<file path="src/rtl/sdm_mc_pkg.sv">
// Shared constants and types for the multi-channel sigma-delta modulator.
// The LFSR polynomial lives here so the channel datapath and the top agree on it.
package sdm_mc_pkg;

    localparam logic [15:0] LFSR_SEED = 16'hACE1;
    // Right-shifting Galois mask for x^16 + x^14 + x^13 + x^11 + 1
    localparam logic [15:0] LFSR_TAPS = 16'hB400;

    typedef struct packed {
        logic en;
        logic order2;
        logic restart;
        logic ovf_clr;
    } chan_ctl_t;

    function automatic logic [15:0] lfsr_next(input logic [15:0] s);
        return s[0] ? ((s >> 1) ^ LFSR_TAPS) : (s >> 1);
    endfunction

endpackage

</file>
<file path="src/rtl/sdm_chan.sv">
// One modulator channel: input register, two saturating integrators,
// 1-bit quantiser and the sticky overload flag.
module sdm_chan
    import sdm_mc_pkg::*;
#(
    parameter int BITS = 16,
    parameter int IW   = 22
) (
    input  logic                   clk,
    input  logic                   rst_n,
    input  chan_ctl_t              ctl,
    input  logic                   din_valid,
    input  logic signed [BITS-1:0] din,
    input  logic signed [IW-1:0]   dith,
    output logic                   dout,
    output logic                   ovf
);
    // Two extra bits of headroom so the pre-clamp sums never wrap.
    localparam int SW = IW + 2;
    localparam logic signed [SW-1:0] FS   = {{(SW-BITS){1'b0}}, 1'b1, {(BITS-1){1'b0}}};
    localparam logic signed [SW-1:0] SMAX = {3'b000, {(IW-1){1'b1}}};
    localparam logic signed [SW-1:0] SMIN = -SMAX;

    logic signed [BITS-1:0] x_q, x_d;
    logic signed [IW-1:0]   i1_q, i1_d, i2_q, i2_d;
    logic                   dout_q, dout_d, ovf_q, ovf_d;
    logic signed [SW-1:0]   fb, s1, s2, i1s, i2s;
    logic                   c1, c2, set;

    always_comb begin
        x_d = din_valid ? din : x_q;
        fb  = dout_q ? FS : -FS;

        s1  = SW'(x_q) + SW'(dith) + SW'(i1_q) - fb;
        c1  = (s1 > SMAX) || (s1 < SMIN);
        i1s = (s1 > SMAX) ? SMAX : ((s1 < SMIN) ? SMIN : s1);

        s2  = SW'(i2_q) + i1s - fb;
        c2  = (s2 > SMAX) || (s2 < SMIN);
        i2s = (s2 > SMAX) ? SMAX : ((s2 < SMIN) ? SMIN : s2);

        i1_d   = i1s[IW-1:0];
        i2_d   = ctl.order2 ? i2s[IW-1:0] : '0;
        dout_d = ctl.order2 ? !i2s[SW-1] : !i1s[SW-1];
        set    = c1 || (ctl.order2 && c2);

        // Mute and order changes restart the loop from zero without touching the flag.
        if (!ctl.en || ctl.restart) begin
            i1_d   = '0;
            i2_d   = '0;
            dout_d = 1'b0;
            set    = 1'b0;
        end

        ovf_d = set ? 1'b1 : (ctl.ovf_clr ? 1'b0 : ovf_q);
    end

    always_ff @(posedge clk or negedge rst_n) begin
        if (!rst_n) begin
            x_q    <= '0;
            i1_q   <= '0;
            i2_q   <= '0;
            dout_q <= 1'b0;
            ovf_q  <= 1'b0;
        end else begin
            x_q    <= x_d;
            i1_q   <= i1_d;
            i2_q   <= i2_d;
            dout_q <= dout_d;
            ovf_q  <= ovf_d;
        end
    end

    assign dout = dout_q;
    assign ovf  = ovf_q;

endmodule

</file>
<file path="src/rtl/sdm_mc.sv">
// Multi-channel sigma-delta DAC modulator: shared LFSR dither, order select
// register and restart detection feeding CHANNELS independent sdm_chan loops.
module sdm_mc
    import sdm_mc_pkg::*;
#(
    parameter int CHANNELS    = 2,
    parameter int BITS        = 16,
    parameter int GUARD       = 6,
    parameter int DITHER_BITS = 4
) (
    input  logic                     clk,
    input  logic                     rst_n,
    input  logic                     en,
    input  logic                     order2,
    input  logic                     dither_en,
    input  logic                     din_valid,
    input  logic [CHANNELS*BITS-1:0] din,
    input  logic                     ovf_clr,
    output logic [CHANNELS-1:0]      dout,
    output logic [CHANNELS-1:0]      ovf
);
    localparam int IW = BITS + GUARD;

    logic [15:0] lfsr_q, lfsr_d;
    logic        order_q, order_d;
    chan_ctl_t   ctl;

    always_comb begin
        lfsr_d      = lfsr_next(lfsr_q);
        order_d     = order2;
        ctl.en      = en;
        ctl.order2  = order_q;
        ctl.restart = order2 != order_q;
        ctl.ovf_clr = ovf_clr;
    end

    always_ff @(posedge clk or negedge rst_n) begin
        if (!rst_n) begin
            lfsr_q  <= LFSR_SEED;
            order_q <= 1'b0;
        end else begin
            lfsr_q  <= lfsr_d;
            order_q <= order_d;
        end
    end

    for (genvar k = 0; k < CHANNELS; k++) begin : g_ch
        logic signed [IW-1:0] dith;

        if (DITHER_BITS > 0) begin : g_dith
            // Each channel sees the same LFSR bits rotated by its index to decorrelate streams.
            localparam int R = k % DITHER_BITS;
            logic [DITHER_BITS-1:0] rot;
            always_comb begin
                rot = '0;
                for (int b = 0; b < DITHER_BITS; b++)
                    rot[(b + R) % DITHER_BITS] = lfsr_q[b];
                dith = dither_en ? {{(IW-DITHER_BITS){rot[DITHER_BITS-1]}}, rot} : '0;
            end
        end else begin : g_nodith
            assign dith = '0;
        end

        sdm_chan #(
            .BITS (BITS),
            .IW   (IW)
        ) u_ch (
            .clk       (clk),
            .rst_n     (rst_n),
            .ctl       (ctl),
            .din_valid (din_valid),
            .din       (din[k*BITS +: BITS]),
            .dith      (dith),
            .dout      (dout[k]),
            .ovf       (ovf[k])
        );
    end

endmodule

</file>
<file path="config.mk">
export PLATFORM = sky130hd
export DESIGN_NAME = sdm_mc
export DESIGN_NICKNAME = d
export VERILOG_FILES = /design/src/rtl/sdm_mc_pkg.sv /design/src/rtl/sdm_chan.sv /design/src/rtl/sdm_mc.sv
export SDC_FILE = /design/constraint.sdc
export NUM_CORES = 1
export LEC_CHECK = 0
export BUFFER_PORTS_ARGS = -buffer_cell sky130_fd_sc_hd__buf_2
export CORE_ASPECT_RATIO = 1.75
export CORE_MARGIN = 3
export CORE_UTILIZATION = 55
export DETAILED_ROUTE_END_ITERATION = 6
export PLACE_DENSITY = 0.8
export SLEW_MARGIN = 30
export SYNTH_ARGS = -nofsm -noshare
export SYNTH_HDL_FRONTEND = slang
export SYNTH_SLANG_ARGS = --single-unit
</file>
<file path="constraint.sdc">
create_clock -name clk -period 10.1 [get_ports clk]
set_input_delay 0.505 -clock clk [delete_from_list [all_inputs] [get_ports clk]]
set_output_delay 0.505 -clock clk [all_outputs]
set_load 0.1 [all_outputs]
</file>
* After elaboration in Yosys (flattened, before gate mapping)
Index checks and enable logic that the tools add are counted.
** Word-level totals
- Flip-flop bits (word level) :: 141
- Latch bits :: 0
- RAM bits :: 0
- ROM bits :: 0
- Memories :: 0
** Cells by class
- Add/subtract/negate cells :: 10
- $mul :: 0
- Div/mod/pow operators :: 0
- Order comparisons :: 8
- Equal/unequal tests :: 1
- Shift-type cells :: 0
- Muxes and demuxes :: 28
- Bitwise gates (word level) :: 1
- Reductions and logical operators :: 16
** Operators with widths (number)
- 24-bit 2-to-1 mux :: 10
- 22-bit 2-to-1 mux :: 8
- 24-bit by 22-bit > comparator with 1-bit output, second input constant :: 4
- 24-bit by 22-bit less-than comparator with 1-bit output, second input constant :: 4
- 24-bit subtractor :: 4
- 22-bit by 24-bit adder with 24-bit output :: 2
- 23-bit by 22-bit adder with 24-bit output :: 2
- 16-bit by 22-bit adder with 23-bit output :: 2
- 16-bit 2-to-1 mux :: 1
- 1-bit 2-to-1 mux :: 9
- 1-bit logical OR :: 7
- 1-bit zero test :: 5
- 3-bit inverter with 4-bit output :: 1
- 2-bit nonzero test :: 2
- 1-bit logical AND :: 2
- 1-bit inequality test :: 1

* Longest topological paths before layout
Gate-level depths: netlist of the first run.
- Word-level depth :: 15
- Gate-level depth with buffers :: 39
- Depth with buffers taken out :: 36

* By module
Synthesis of the first run repeated with hierarchy kept, for this count alone.
** Second synthesis, totals
- Cell total of the unflattened synthesis :: 1692
- Area total of the unflattened synthesis :: 14213.6 um^2
** By module, submodules not included
- sdm_chan at g_ch[1].u_ch :: times used 1, cells an instance 845, area each 6862.8 um^2, seq. area each 1551.5 um^2
- sdm_chan at g_ch[0].u_ch :: times used 1, cells an instance 822, area each 6854.1 um^2, seq. area each 1551.5 um^2
- sdm_mc :: times used 1, cells an instance 25, area each 496.7 um^2, seq. area each 435.4 um^2

* Worst setup path before layout of the first run
OpenSTA, ideal clock, no wires.
- Path kind :: in2reg
- Start point :: in dither_en
- End point :: reg g_ch[0].u_ch.i2_q[10]
- Data arrival time :: 8.329 ns
- Slack :: 1.693 ns
- Cell stages on the path :: 36
- Path through :: nand2_1 > ha_1 > fa_1 > inv_1 > fa_1 > a211oi_1 > o21ai_2 > a21oi_2 > o21ai_1 > a21o_1 > a21oi_1 > xnor2_1 > or3_1 > or4_1 > a21o_1 > clkbuf_1 > a21oi_1 > ha_1 > inv_1 > ha_1 > a21o_1 > nor3_1 > a211o_1 > a31oi_1 > o311a_1 > nor2_1 > o21bai_1 > xor2_1 > nor4_1 > o2111ai_1 > nor4_1 > a21o_1 > ha_1 > clkbuf_1 > or2_2 > a21oi_2
** Between the ends
- Longest elaborated chain between the ends :: 14
** Ends and longest elaborated chain
- start, declared :: line sdm_mc.sv:15 : input logic dither_en,
- 22-bit 2-to-1 mux (*) :: line sdm_mc.sv:58 : dith = dither_en ? {{(IW-DITHER_BITS){rot[DITHER_BITS-1]}}, rot} : '0;
- 16-bit by 22-bit adder with 23-bit output (*) :: line sdm_chan.sv:34 : s1 = SW'(x_q) + SW'(dith) + SW'(i1_q) - fb;
- 23-bit by 22-bit adder with 24-bit output (*) :: line sdm_chan.sv:34
- 24-bit subtractor (*) :: line sdm_chan.sv:34
- 24-bit by 22-bit less-than comparator with 1-bit output :: line sdm_chan.sv:36 : i1s = (s1 > SMAX) ? SMAX : ((s1 < SMIN) ? SMIN : s1);
- 24-bit 2-to-1 mux :: line sdm_chan.sv:36
- 24-bit 2-to-1 mux (*) :: line sdm_chan.sv:36
- 22-bit by 24-bit adder with 24-bit output (*) :: line sdm_chan.sv:38 : s2 = SW'(i2_q) + i1s - fb;
- 24-bit subtractor (*) :: line sdm_chan.sv:38
- 24-bit by 22-bit less-than comparator with 1-bit output :: line sdm_chan.sv:40 : i2s = (s2 > SMAX) ? SMAX : ((s2 < SMIN) ? SMIN : s2);
- 24-bit 2-to-1 mux :: line sdm_chan.sv:40
- 24-bit 2-to-1 mux (*) :: line sdm_chan.sv:40
- 22-bit 2-to-1 mux (*) :: line sdm_chan.sv:43 : i2_d = ctl.order2 ? i2s[IW-1:0] : '0;
- 22-bit 2-to-1 mux (*) :: line sdm_chan.sv:48 : if (!ctl.en || ctl.restart) begin
- via g_ch[0].u_ch.i2_d[10] :: line sdm_chan.sv:25 : logic signed [IW-1:0] i1_q, i1_d, i2_q, i2_d;
- end signal, assigned :: line sdm_chan.sv:68 : i2_q <= i2_d;
- end, declared :: line sdm_chan.sv:25
The timed path passes the listed nets; every way through them passes the cells marked *.
A chain may end at the register's enable or synchronous reset.

* Worst setup path in the final report of the first run
- Start point :: reg lfsr_q[0]
- End point :: reg g_ch[1].u_ch.i2_q[3]
** Between the ends
- Longest elaborated chain between the ends :: 14
** Ends and longest elaborated chain
- start, declared :: line sdm_mc.sv:24 : logic [15:0] lfsr_q, lfsr_d;
- start signal, assigned :: line sdm_mc.sv:42 : lfsr_q <= lfsr_d;
- 22-bit 2-to-1 mux (*) :: line sdm_mc.sv:58
- 16-bit by 22-bit adder with 23-bit output (*) :: line sdm_chan.sv:34
- 23-bit by 22-bit adder with 24-bit output (*) :: line sdm_chan.sv:34
- 24-bit subtractor (*) :: line sdm_chan.sv:34
- 24-bit by 22-bit less-than comparator with 1-bit output :: line sdm_chan.sv:36
- 24-bit 2-to-1 mux :: line sdm_chan.sv:36
- 24-bit 2-to-1 mux (*) :: line sdm_chan.sv:36
- 22-bit by 24-bit adder with 24-bit output (*) :: line sdm_chan.sv:38
- 24-bit subtractor (*) :: line sdm_chan.sv:38
- 24-bit by 22-bit less-than comparator with 1-bit output :: line sdm_chan.sv:40
- 24-bit 2-to-1 mux :: line sdm_chan.sv:40
- 24-bit 2-to-1 mux (*) :: line sdm_chan.sv:40
- 22-bit 2-to-1 mux (*) :: line sdm_chan.sv:43
- 22-bit 2-to-1 mux (*) :: line sdm_chan.sv:48
- via g_ch[1].u_ch.i2_d[3] :: line sdm_chan.sv:25
- end signal, assigned :: line sdm_chan.sv:68
- end, declared :: line sdm_chan.sv:25
Marks and branches as above.

==> metrics.md, run 1 <==
| Metric | Value |
|---|---|
| Outcome | `complete, no violations` |
| Antenna violations before repair | `0` |
| Cts hold-fix bufs | `0` |
| Top-count cell post-synth | `inv_1` |
| EDFF count, synth | `0` |
| Seq/Total Area, Yosys | `0.263` |
| CTS max path bufs | `2` |
| Final hold violations | `0` |
| Die footprint | `about 26000 um^2` |
| Vias in the first global route | `roughly 12000` |
| Min Clock Period, post-route | `9.68 ns` |
| CTS root buffer | `clkbuf_16` |
| Post-CTS resize count | `2` |
| Drt drc | `0` |
| Cell taking the most area after synthesis | `dfrtp_1` |
| Final std cells w/o fill | `roughly 1900` |
| Final ANT Viol Nets | `0` |
| Critical path class | `flip-flop to flip-flop` |
| Port bufs | `42` |
| Initial DRT Pass Iterations | `5` |
| Largest net degree at the start of global routing | `73` |
| Reg clk slew, reported paths | `0.06 ns` |
| IO Count | `between 40 and 50` |
| Setup ws final | `between 0.4 and 0.5 ns` |
| Max_cap viols | `0` |
| Crit end category | `flip-flop` |
| Syn Inst Count | `1544` |
| Final instance area | `14800 um^2` |
| Endpoints failing setup | `0` |
| Skew-Pair Late Insertion Delay | `~0.44 ns` |
| Worst EP required | `10.44 ns` |
| Pre-CTS WS | `-0.461 ns` |
| ANT cells | `0` |
| Overflow after GRT | `0` |
| Synthesized Nets | `1808` |
| CORE AREA | `about 24000 um^2` |
| Peak fanout along the critical path | `20` |
| Slew @ Worst Pin | `0.883 ns` |
| Top_reg_cell synth | `dfrtp_1` |
| Finished Core Util | `0.615` |
| Iteration-0 DRC Markers | `roughly 620` |
| Vias per cell | `just under 6` |
| Syn Std Cell Area | `13400 um^2` |
| Multi-input logic area | `8550 um^2` |
| Critical Path Most Common Cell | `ha_1` |
| Max incr delay on CP | `0.60 ns` |
| Row cnt | `75` |
| Slew headroom | `0.410` |
| Detailed-route via count | `around 11000` |
| Synth area leaders | `dfrtp_1, ha_1, fa_1` |
| CTS tree | `built` |
| Placed cell count | `approximately 1900` |
| CP Data Arrival Time | `between 10 and 15 ns` |
| Family with the most delay on the worst path | `compound AO/OA/AOI/OAI gates` |
| Top post-synthesis cells by count | `inv_1, ha_1, dfrtp_1, o21ai_0, nor2_1` |
| Yosys reg bits | `~140` |
| CTS Buf Count | `17` |
| Register area | `3540 um^2` |
| Slowest CP cell | `dfstp_2` |
| Routed WL per cell | `18.0 um` |
| Share of cells above drive strength 1 | `0.108` |
| Filler instances | `~2100` |
| Starting density of the core | `0.560` |
| RD Place Congestion | `a little under 1` |
| Nets@finish | `approximately 1900` |
| Layout area overhead | `9.90%` |
| Mean Syn Cell Area | `between 8 and 9 um^2` |
| Die width | `roughly 120 um` |
| Total Routed Length | `34400 um` |
| H-Tree Depth | `4` |
| Synth unique cells | `81` |
| Maximum clock frequency | `between 100 and 150 MHz` |
| Post-synth top area share | `0.248` |
| Clock Sinks | `between 100 and 150` |
| DP HPWL | `approximately 28000 um` |
| Total GRT Usage | `0.276` |
| Period utilisation layout | `0.959` |
| First-pass GRT wire length | `approximately 56000 um` |
| Setup Skew | `slightly above 0.009 ns` |
| Unrepaired setup endpoints after global routing | `no` |
| Slew Viols, Final | `0` |
| Startpoint Class | `flip-flop` |
| Die Y-Extent | `between 200 and 250 um` |
| Setup Buffers After CTS | `0` |
| Crit path buf inv count | `5` |
| Ys async rst share | `1.00` |
| Post-DP Area | `roughly 14000 um^2` |
| Tightest Hold Check Type | `primary input to asynchronous set/reset pin` |
| Yosys warns | `0` |
==> state kept, by name (all words and copies together) (netlist names) <==
register        cells
g_ch.u_ch.i1_q     44
order_q             1
g_ch.u_ch.i2_q     44
g_ch.u_ch.ovf       2
g_ch.u_ch.dout      2
g_ch.u_ch.x_q      32
lfsr_q             16
==> area by class of cell <==
class | instances | area share
multi-input cells | 1045 | 0.578
flip-flops and latches | 141 | 0.239
inverters | 312 | 0.0796
repair buffers | 74 | 0.0334
clock buffers | 22 | 0.0321
well taps | 308 | 0.0261
clock inverters | 10 | 0.0110
==> placed cells by master (no fill, tap or decap), types with 41 or more instances in the layout <==
master,instances
nor2_1,88
buf_2,41
a21oi_1,73
ha_1,153
xnor2_1,54
nand2_1,80
a21o_1,44
dfrtp_1,133
fa_1,72
inv_1,310
o21ai_0,97
==> cells by family (layout without fill, tap and decap cells) <==
family | after synthesis | in the layout | share of synthesized area
flip-flops | 141 | 141 | 0.263
AO/OA/AOI/OAI | 381 | 381 | 0.190
XOR/XNOR | 88 | 88 | 0.0579
buffers and inverters | 358 | 418 | 0.103
AND/OR/NAND/NOR | 344 | 344 | 0.130
multiplexers | 7 | 7 | 0.00549
adder cells (fa/ha/maj) | 225 | 225 | 0.250
==> layer usage <==
metal / GRT usage / share of wire
met3: 0.0376 / 0.028
met4: 0.194 / 0.076
met1: 0.250 / 0.33
met5: 0 / 0
met2: 0.538 / 0.56
==> stage by stage <==
step | setup TNS (ns) | hold WS, ns
CTS | 0 | 0.115
global route | 0 | 0.149
finish | 0 | 0.0877
detailed placement | -8.07 | 0.336
floorplan | 0 | 0.209
global placement | -3.70 | 0.337
==> worst register-to-register path: cells and delay by family (launching register included) <==
family,cells,cell delay [ns]
buf+inv,5,0.84
simple gates,5,1.41
flops,1,0.60
fa+ha+maj,7,2.32
mux,1,0.12
xor+xnor,1,0.18
compound gates,16,4.13
==> worst paths after layout <==
kind                                               to  slack (ns)  cells after the start      start
worst max-delay path             g_ch[1].u_ch.i2_q[3]        0.42                     35  lfsr_q[0]
worst min register to register              lfsr_q[5]        0.36                      0  lfsr_q[6]
worst max register to register   g_ch[1].u_ch.i2_q[3]        0.42                     35  lfsr_q[0]
max in group asynchronous       g_ch[0].u_ch.i2_q[19]        8.89                      2      rst_n
worst min-delay path              g_ch[1].u_ch.x_q[4]        0.09                      1      rst_n
min in group clk                              order_q        0.23                      1     order2
Power of run 1 is left out: the tool's default activity adds up to more than one toggle a clock period on the data nets, which glitch-free logic cannot reach.
==> inputs of run 2 (changes only) <==
==> constraint.sdc (replaced) <==
create_clock -name clk -period 10.7 [get_ports clk]
set_input_delay 0.535 -clock clk [delete_from_list [all_inputs] [get_ports clk]]
set_output_delay 0.535 -clock clk [all_outputs]
set_load 0.1 [all_outputs]
==> metrics.md, run 2 (synthesis results as in run 1) <==
| Metric | Value |
|---|---|
| Worst EP required | `11.06 ns (+0.62 ns)` |
| Detailed-route via count | `11000 (-0.36%)` |
| ANT cells | `0 (unchanged)` |
| Total negative slack | `0 ns (unchanged)` |
| Maximum clock frequency | `102 MHz (-1.5%)` |
| Initial DRT Pass Iterations | `5 (unchanged)` |
| Max_cap viols | `0 (unchanged)` |
| RD Place Congestion | `0.992 (+3.3%)` |
| Starting density of the core | `0.560 (unchanged)` |
| Peak fanout along the critical path | `20 (unchanged)` |
| Setup Buffers After CTS | `0 (unchanged)` |
| Port bufs | `42 (unchanged)` |
| Commonest cells after routing, fill and taps aside | `inv_1, ha_1, dfrtp_1` |
| Iteration-0 DRC Markers | `702 (+13%)` |
| Skew-Pair Late Insertion Delay | `0.45 ns (about the same)` |
| Final ANT Viol Nets | `0 (unchanged)` |
| Critical Path Most Common Cell | `inv_1` |
| Vias in the first global route | `11900 (+0.084%)` |
| Die footprint | `26400 um^2 (unchanged)` |
| DP HPWL | `27200 um (-1.4%)` |
| Reg2reg path depth | `36 (+2.9%)` |
| Startpoint Class | `flip-flop` |
| Setup Skew | `0.00899 ns (-0.000299 ns)` |
| Min Clock Period, post-route | `9.83 ns (+0.149 ns)` |
| Drt drc | `0 (unchanged)` |
| Die Y-Extent | `213 um (unchanged)` |
| Total Routed Length | `34300 um (-0.51%)` |
| First-pass GRT wire length | `56100 um (+0.38%)` |
| Routed WL per cell | `17.9 um (-0.61%)` |
| CTS Buf Count | `17 (unchanged)` |
| Commonest non-fill, non-tap cell in the layout | `inv_1` |
| Slowest CP cell | `a2111oi_0` |
| CP Data Arrival Time | `10.19 ns (+0.17 ns)` |
| Total GRT Usage | `0.276 (about the same)` |
| Max incr delay on CP | `0.80 ns (+0.20 ns)` |
| Finished Core Util | `0.613 (-0.00260)` |
| CORE AREA | `24000 um^2 (unchanged)` |
| Largest net degree at the start of global routing | `78 (+6.8%)` |
| Cts hold-fix bufs | `0 (unchanged)` |
| Nets@finish | `1857 (+0.11%)` |
| CP Launch Point | `lfsr_q[2]` |
| H-Tree Depth | `4 (unchanged)` |
| Outcome | `complete, no violations` |
| IO Count | `43 (unchanged)` |
| Vias per cell | `5.76 (-0.47%)` |
| Clock Sinks | `141 (unchanged)` |
| Row cnt | `75 (unchanged)` |
| Final hold violations | `0 (unchanged)` |
| Period utilisation layout | `0.919 (-0.0398)` |
| Slew @ Worst Pin | `0.878 ns (-0.00513 ns)` |
| Unrepaired setup endpoints after global routing | `no` |
| Endpoints failing setup | `0 (unchanged)` |
| Flop-to-flop setup slack | `0.87 ns (+0.45 ns)` |
| CTS max path bufs | `2 (unchanged)` |
| Layout area overhead | `9.44%` |
| Die width | `124 um (unchanged)` |
| FF-to-FF End | `g_ch[1].u_ch.i2_q[2]` |
| Antenna violations before repair | `0 (unchanged)` |
| Minimum hold slack | `0.124 ns (+0.0361 ns)` |
| Post-CTS resize count | `0 (-2)` |
| Largest regs | `g_ch.u_ch.i1_q x44, g_ch.u_ch.i2_q x44, g_ch.u_ch.x_q x32` |
| Slew headroom | `0.400 (-0.0102)` |
| Reg clk slew, reported paths | `0.06 ns (about the same)` |
| Critical path class | `flip-flop to flip-flop` |
| CTS root buffer | `clkbuf_16` |
| Crit end category | `flip-flop` |
| Overflow after GRT | `0 (unchanged)` |
| CTS tree | `built` |
| Slew Viols, Final | `0 (unchanged)` |
| Worst Setup EP | `g_ch[1].u_ch.i2_q[2]` |
| Tightest Hold Check Type | `primary input to asynchronous set/reset pin` |
| FF-to-FF Start | `lfsr_q[2]` |
| Share of cells above drive strength 1 | `0.105 (-0.00325)` |
[run 2: worst min-delay path by stage]
stage	startpoint	endpoint	cells after the start
floorplan	rst_n	g_ch[0].u_ch.dout	0
global placement	lfsr_q[8]	lfsr_q[7]	0
detailed placement	lfsr_q[9]	lfsr_q[8]	0
CTS	rst_n	g_ch[0].u_ch.i2_q[2]	1
global route	rst_n	g_ch[1].u_ch.x_q[5]	1
finish	rst_n	g_ch[1].u_ch.i1_q[2]	1
[run 2: per-layer routing]
metal  wire length, um  global-route usage
met1             11600               0.255
met2             18900               0.527
met3              1080              0.0477
met4              2680               0.193
met5                 0                   0
[run 2: through the flow]
| stage | cell area, um^2 | std cells | worst slack [ns] |
|---|---|---|---|
| after floorplan | 13400 | 1544 | 2.26 |
| after detailed placement | 14100 | 1882 | 0.425 |
| after CTS | 14700 | 1914 | 0.664 |
| after global placement | 14100 | 1882 | 0.744 |
| final | 14700 | 1914 | 0.869 |
| after global routing | 14700 | 1914 | 0.194 |
[run 2: critical path: cells and delay by family, from the launching register on]
| family | cells | cell delay, ns |
|---|---|---|
| AO/OA/AOI/OAI | 14 | 4.56 |
| adder cells (fa/ha/maj) | 6 | 2.05 |
| buffers and inverters | 9 | 1.51 |
| AND/OR/NAND/NOR | 5 | 0.85 |
| flip-flops | 1 | 0.39 |
| multiplexers | 1 | 0.22 |
| XOR/XNOR | 1 | 0.17 |
[run 2: area by class of cell]
class / count / area (um^2)
Tap cell: 308 / 385
Timing Repair Buffer: 76 / 497
Inverter: 312 / 1170
Fill cell: 2105 / 9310
Clock inverter: 8 / 108
Sequential cell: 141 / 3540
Multi-Input combinational cell: 1045 / 8520
Clock buffer: 24 / 492
Power of run 2 is left out for the same reason.
==> inputs of run 3 (changes only) <==
--- a/config.mk
+++ b/config.mk
@@ -14,4 +14,5 @@
 export SLEW_MARGIN = 30
 export SYNTH_ARGS = -nofsm -noshare
 export SYNTH_HDL_FRONTEND = slang
+export SYNTH_HIERARCHICAL = 1
 export SYNTH_SLANG_ARGS = --single-unit
==> metrics.md, run 3 <==
| Metric | Value |
|---|---|
| Drt drc | `0 (unchanged)` |
| Die footprint | `27900 um^2 (+5.5%)` |
| Tightest Hold Check Type | `primary input to asynchronous set/reset pin` |
| Post-synth top area share | `0.234 (-0.0134)` |
| Starting density of the core | `0.561 (+0.00127)` |
| Vias per cell | `5.85 (+1.6%)` |
| Met2 Use GR | `0.519 (-0.00775)` |
| Max incr delay on CP | `0.66 ns (-0.14 ns)` |
| Overflow after GRT | `0 (unchanged)` |
| Largest regs | `g_ch.u_ch/i1_q x44, g_ch.u_ch/i2_q x44, g_ch.u_ch/x_q x32` |
| Commonest cells after routing, fill and taps aside | `inv_1, ha_1, o21ai_0` |
| CTS root buffer | `clkbuf_16` |
| RD Place Congestion | `0.937 (-5.5%)` |
| CP Data Arrival Time | `10.46 ns (+0.27 ns)` |
| Share of cells above drive strength 1 | `0.0905 (-0.0141)` |
| GR peak layer | `met2` |
| Outcome | `complete, no violations` |
| Maximum clock frequency | `98.6 MHz (-3.1%)` |
| Instance count on the critical path | `32 (-11%)` |
| Yosys reg bits | `141 (unchanged)` |
| Die Y-Extent | `219 um (+2.7%)` |
| Syn Inst Count | `1692 (+9.6%)` |
| Die width | `128 um (+2.7%)` |
| Antenna violations before repair | `0 (unchanged)` |
| Synth unique cells | `100 (+23%)` |
| Mean Syn Cell Area | `8.40 um^2 (-3.5%)` |
| Family with the most delay on the worst path | `compound AO/OA/AOI/OAI gates` |
| Crit end category | `flip-flop` |
| Total Routed Length | `35400 um (+3.4%)` |
| Max_cap viols | `0 (unchanged)` |
| Yosys warns | `6 (+6)` |
| CORE AREA | `25300 um^2 (+5.5%)` |
| First-pass GRT wire length | `58600 um (+4.5%)` |
| Setup Skew | `0.00875 ns (-0.000244 ns)` |
| Startpoint Class | `flip-flop` |
| Port bufs | `42 (unchanged)` |
| Critical path class | `flip-flop to flip-flop` |
| Slew Viols, Final | `0 (unchanged)` |
| Period utilisation layout | `0.948 (+0.0294)` |
| Cell taking the most area after synthesis | `dfrtp_1` |
| Crit path buf inv count | `5 (-4)` |
| Slew @ Worst Pin | `0.939 ns (+0.0613 ns)` |
| Clock Sinks | `141 (unchanged)` |
| Final hold violations | `0 (unchanged)` |
| Cts hold-fix bufs | `0 (unchanged)` |
| Slowest CP cell | `or4b_1` |
| Iteration-0 DRC Markers | `638 (-9.1%)` |
| Total negative slack | `0 ns (unchanged)` |
| Seq/Total Area, Yosys | `0.249 (-0.0142)` |
| Reg clk slew, reported paths | `0.07 ns (about the same)` |
| Syn Std Cell Area | `14200 um^2 (+5.7%)` |
| Synthesized Nets | `1959 (+8.4%)` |
| Final ANT Viol Nets | `0 (unchanged)` |
| Top_reg_cell synth | `dfrtp_1` |
| Top-count cell post-synth | `inv_1` |
| Largest net degree at the start of global routing | `75 (-3.8%)` |
| ANT cells | `0 (unchanged)` |
| Slew headroom | `0.370 (-0.0299)` |
| Detailed-route via count | `11900 (+8.2%)` |
| Synth area leaders | `dfrtp_1, ha_1, fa_1` |
| Critical Path Most Common Cell | `inv_1` |
| CTS tree | `built` |
| Initial DRT Pass Iterations | `5 (unchanged)` |
| Total GRT Usage | `0.263 (-0.0131)` |
| Nets@finish | `1977 (+6.5%)` |
| Unrepaired setup endpoints after global routing | `no` |
| IO Count | `43 (unchanged)` |
| CTS max path bufs | `2 (unchanged)` |
| Routed WL per cell | `17.4 um (-2.9%)` |
| Reg2reg path depth | `32 (-11%)` |
| Skew-Pair Late Insertion Delay | `0.43 ns (-0.02 ns)` |
| DP HPWL | `28400 um (+4.3%)` |
| Top post-synthesis cells by count | `inv_1, ha_1, o21ai_0, dfrtp_1, nand2_1` |
| CTS Buf Count | `17 (unchanged)` |
| EDFF count, synth | `0 (unchanged)` |
| Row cnt | `77 (+2.7%)` |
| Ys async rst share | `1.00 (unchanged)` |
| Setup Buffers After CTS | `0 (unchanged)` |
| H-Tree Depth | `4 (unchanged)` |
| Endpoints failing setup | `0 (unchanged)` |
| Global Route met1 Usage | `0.247 (-0.00784)` |
| Commonest non-fill, non-tap cell in the layout | `inv_1` |
| Vias in the first global route | `12600 (+5.8%)` |
| Min Clock Period, post-route | `10.15 ns (+0.314 ns)` |
| Worst EP required | `11.01 ns (-0.05 ns)` |
| Peak fanout along the critical path | `20 (unchanged)` |
| GRT met3 Usage | `0.0323 (-0.0154)` |
| Layout area overhead | `7.44%` |
-- run 3: logic make-up (layout without fill, tap and decap cells) --
family	count (synthesis)	in the layout	share of synthesized area
flip-flops	141	141	0.249
adder cells (fa/ha/maj)	228	228	0.239
multiplexers	7	7	0.00511
AND/OR/NAND/NOR	439	439	0.163
buffers and inverters	388	419	0.109
AO/OA/AOI/OAI	419	419	0.190
XOR/XNOR	70	70	0.0447
-- run 3: routing by layer --
layer	part of all wire	up-vias
li1	-	5756
met1	0.34	5767
met2	0.57	285
met3	0.025	115
met4	0.064	0
met5	0	-
-- run 3: worst paths after layout --
check | from | end | slack (ns)
min | rst_n | g_ch[0].u_ch/x_q[15] | 0.09
max reg2reg | lfsr_q[2] | g_ch[0].u_ch/i2_q[2] | 0.55
min in group clk | order2 | order_q | 0.23
max | lfsr_q[2] | g_ch[0].u_ch/i2_q[2] | 0.55
min reg2reg | lfsr_q[9] | lfsr_q[8] | 0.35
max in group asynchronous | rst_n | g_ch[1].u_ch/x_q[9] | 9.47
-- run 3: cell type report --
type / count / area [um^2]
Tap cell: 316 / 395
Inverter: 331 / 1240
Clock inverter: 13 / 179
Multi-Input combinational cell: 1163 / 9140
Clock buffer: 19 / 453
Timing Repair Buffer: 56 / 328
Fill cell: 2215 / 10100
Sequential cell: 141 / 3540
-- run 3: stage by stage --
| stage | instances | setup slack (ns) | util | area, um^2 | hold WS (ns) |
|---|---|---|---|---|---|
| 6_report | 2039 | 0.554 | 0.603 | 15300 | 0.0946 |
| 5_1_grt | 2039 | 0.0490 | 0.603 | 15300 | 0.122 |
| 4_1_cts | 2039 | 0.450 | 0.602 | 15300 | 0.109 |
| 3_3_place_gp | 2007 | 0.405 | 0.577 | 14600 | 0.332 |
| 3_5_place_dp | 2007 | 0.268 | 0.578 | 14600 | 0.335 |
| 2_1_floorplan | 1692 | 2.16 | - | 14200 | 0.239 |
-- run 3: repair_timing --
item                       CTS  global route
gates resized for setup      0             0
hold endpoints to repair     0             0
setup endpoints to repair    0             2
Power of run 3 is left out for the same reason.
